<file path="src/rtl/mux_pkg.sv">
// rtl/mux_pkg.sv - shared select encodings and default register-address width
package mux_pkg;

    localparam logic MUX_SEL_D0 = 1'b0;
    localparam logic MUX_SEL_D1 = 1'b1;
    localparam int   REG_ADDR_W = 5;

endpackage

</file>
<file path="src/rtl/mux_2to1_comb.sv">
// rtl/mux_2to1_comb.sv - parameterized pure combinational 2-to-1 selector
module mux_2to1_comb
    import mux_pkg::*;
#(
    parameter int WIDTH = REG_ADDR_W
) (
    input  logic [WIDTH-1:0] d0,
    input  logic [WIDTH-1:0] d1,
    input  logic             sel,
    output logic [WIDTH-1:0] o
);

    // Plain conditional operator so an unknown select merges d0/d1 bitwise.
    assign o = (sel == MUX_SEL_D1) ? d1 : d0;

endmodule

</file>
<file path="src/rtl/mux_2to1_5bit.sv">
// rtl/mux_2to1_5bit.sv - rt/rd write-address mux with registered copy; MUX_2TO1_5BIT_PARITY_EN adds o_par
module mux_2to1_5bit
    import mux_pkg::*;
#(
    parameter int WIDTH = REG_ADDR_W
) (
    input  logic             clk,
    input  logic             rst,
    input  logic [WIDTH-1:0] d0,
    input  logic [WIDTH-1:0] d1,
    input  logic             sel,
    output logic [WIDTH-1:0] o,
    output logic [WIDTH-1:0] o_q,
`ifdef MUX_2TO1_5BIT_PARITY_EN
    output logic             o_par,
`endif
    output logic             sel_q
);

    mux_2to1_comb #(
        .WIDTH(WIDTH)
    ) u_comb (
        .d0 (d0),
        .d1 (d1),
        .sel(sel),
        .o  (o)
    );

    // Loads every non-reset cycle; no enable so o_q is always o delayed by one edge.
    always_ff @(posedge clk) begin
        if (rst) begin
            o_q   <= '0;
            sel_q <= MUX_SEL_D0;
        end else begin
            o_q   <= o;
            sel_q <= sel;
        end
    end

`ifdef MUX_2TO1_5BIT_PARITY_EN
    // Computed from o on the same edge, so it always matches ^o_q.
    always_ff @(posedge clk) begin
        if (rst) begin
            o_par <= 1'b0;
        end else begin
            o_par <= ^o;
        end
    end
`endif

endmodule

</file>
<file path="config.mk">
export PLATFORM = sky130hd
export DESIGN_NAME = mux_2to1_5bit
export DESIGN_NICKNAME = d
export VERILOG_FILES = /design/src/rtl/mux_pkg.sv /design/src/rtl/mux_2to1_comb.sv /design/src/rtl/mux_2to1_5bit.sv
export SDC_FILE = /design/constraint.sdc
export NUM_CORES = 1
export LEC_CHECK = 0
export CORE_AREA = 2 2 39 41
export CTS_CLUSTER_SIZE = 40
export DETAILED_ROUTE_END_ITERATION = 16
export DIE_AREA = 0 0 41 43
export GPL_TIMING_DRIVEN = 0
export HOLD_SLACK_MARGIN = 0.06
export SKIP_LAST_GASP = 1
export SLEW_MARGIN = 40
export SYNTH_ARGS = -nofsm -noshare
export SYNTH_HDL_FRONTEND = slang
export SYNTH_SLANG_ARGS = --single-unit
</file>
<file path="constraint.sdc">
create_clock -name clk -period 0.91 [get_ports clk]
set_input_delay 0.1365 -clock clk [delete_from_list [all_inputs] [get_ports clk]]
set_output_delay 0.1365 -clock clk [all_outputs]
set_load 0.05 [all_outputs]
</file>
==> flow_metrics.py <==
metrics = {
    "outcome": {
        "outcome": "finished, final reports clean",
    },
    "critical_path": {
        "critical_path_arrival_ns": 0.75,
        "required_ns": 0.77,
        "max_stage_delay_ns": 0.32,
        "endpoint_kind": "primary output",
        "critPathMaxFanout": 1,
        "criticalPathCategory": "flop to primary output",
        "slowest_stage": "dfxtp_1",
        "crit_buf_inv": 1,
        "crit_family": "flip-flops",
        "startpoint_type": "flop",
        "crit_chain": "buf_4",
        "worst-path-stages": 1,
    },
    "die": {
        "core_area_sq_mm": 0.001384,
        "core.rowCount": 14,
        "die-height_um": 43,
        "die_w_um": 41,
        "dieArea_sq_mm": 0.001763,
        "io_pins": 24,
        "start_util": 0.1637,
    },
    "clock_network": {
        "cts_tree": "done",
        "cts_root_buf": "clkbuf_4",
        "ctsHoldBuffers": 0,
        "cts_buffer_depth": 2,
        "clk_pin_slew_ns": 0.05,
        "clock_sinks": 6,
        "cts_htree_levels": 1,
        "cts_buffers": 3,
    },
    "synth": {
        "synth_top_area_cell": "dfxtp_1",
        "synth_top_area_share": 0.5304,
        "ys_seq_area_frac": 0.5304,
        "ys_warn_count": 0,
        "ys_ff_latch": 6,
        "syn_area_sq_um": 226.5,
        "synth_nets": 30,
        "synth.distinct_cells": 5,
        "synth_area_per_cell_sq_um": 13.32,
        "synth.top_cells.by_area": "dfxtp_1, mux2_2, and2b_1",
        "postSynthCellCount": 17,
    },
    "sta": {
        "setup_viol": 0,
        "slew_headroom": 0.8348,
        "drv_slew": 0,
        "period_share": 0.9784,
        "final.min_clock_period_ns": 0.8904,
        "rsz0062_at_grt": "false",
        "tightest_slew_ns": 0.2470,
        "clock.fmax_mhz": 1123,
        "hold_viol": 0,
    },
    "route": {
        "drt_first_pass_iters": 2,
        "vias": 222,
        "drc_errors": 0,
        "routed_wl_um": 734,
        "post_drt_wl_per_cell_um": 12.23,
        "vias_per_cell": 3.700,
        "ant_nets": 0,
        "first_iter_violations": 2,
    },
    "placement": {
        "portBuffers": 23,
        "placed_area_sq_um": 476.7,
        "globalplace.congestion": 0.5259,
        "dpl.cell_count": 56,
    },
    "finish": {
        "drive_above_1_share": 0.5455,
        "fin_cells": 60,
        "diodes": 0,
        "num-fill-cells": 147,
        "area_growth_syn_to_layout_pct": 134.3,
        "layout.nets": 59,
        "layout_common_cells": "clkdlybuf4s15_1, dfxtp_1, buf_4",
        "fin_util": 0.3834,
        "stdcell_area_sq_um": 530.5,
        "layout_commonest_cell": "clkdlybuf4s15_1",
    },
    "global_routing": {
        "antenna_found_initial": 0,
        "grt_pass1_wl_um": 1021,
        "grt.total_usage": 0.09045,
        "grt_max_degree": 7,
        "gr-total-overflow": 0,
        "grt_pass1_vias": 256,
    },
    "run": {
        "cap_viol_max_count": 0,
    },
    "power_and_ir_drop": {
        "leakage_nw": 0.2639,
        "ir_drop_mv": 0.3666,
        "powerDensity_mw_per_mm2": 1596,
    },
    "worst_hold_path": {
        "hold_path_class": "input port to flop",
        "whs_path_depth": 2,
    },
}
## routing by layer
layer	share of wire	vias up	GRT usage
met3	0.078	0	0.005236
met1	0.32	102	0.08387
met2	0.60	10	0.1594
li1	-	110	-
met4	0	0	0.08000
met5	0	-	0
## cell families after synthesis
family,share of synthesized area
flops,0.5304
simple gates,0.2210
mux,0.2486
## state kept, by name (all words and copies together), names as in the netlist
| name | cells |
|---|---|
| sel_q | 1 |
| o_q | 5 |
## power breakdown
group	total (mW)	internal (mW)	switching, mW	leakage [nW]
clock	0.243	0.149	0.0941	0.0138
sequential	0.286	0.281	0.00530	0.0500
combinational	0.317	0.144	0.173	0.200
## synth_stat cells (all sizes together)
library cell  instances
and2b                 4
nor2b                 2
dfxtp                 6
mux2                  5
## metrics by stage
| stage | total power [mW] | setup WS (ns) | hold slack, ns | setup TNS, ns |
|---|---|---|---|---|
| floorplan | 0.4526 | 0.02658 | 0.2008 | 0 |
| global placement | 0.5775 | -1.102 | 0.8351 | -9.966 |
| detailed placement | 0.5798 | -1.102 | 0.8428 | -10.03 |
| CTS | 0.8611 | -0.03236 | 0.1778 | -0.03236 |
| global route | 0.8762 | 0.005540 | 0.1933 | 0 |
| finish | 0.8466 | 0.01963 | 0.1767 | 0 |
## what timing repair did
| action | 4_1_cts | 5_1_grt |
|---|---|---|
| setup buffers | 1 | 0 |
| pin swaps | 0 | 0 |
| endpoints found under the setup margin | 16 | 4 |
| gates cloned | 0 | 0 |
| gates resized for setup | 106 | 5 |
| hold endpoints to repair | 0 | 0 |
## final timing paths
path	slack, ns	start	to
worst max-delay path	0.02	o_q[3]	o_q[3]
worst min-delay path	0.18	sel	sel_q
## cell type report
cell class	count	area (sq um)	area share
well taps	16	20.02	0.03774
flip-flops and latches	6	120.1	0.2264
repair buffers	24	242.7	0.4575
clock buffers	3	22.52	0.04245
multi-input cells	11	125.1	0.2358
(Power assumes the default switching activity.)
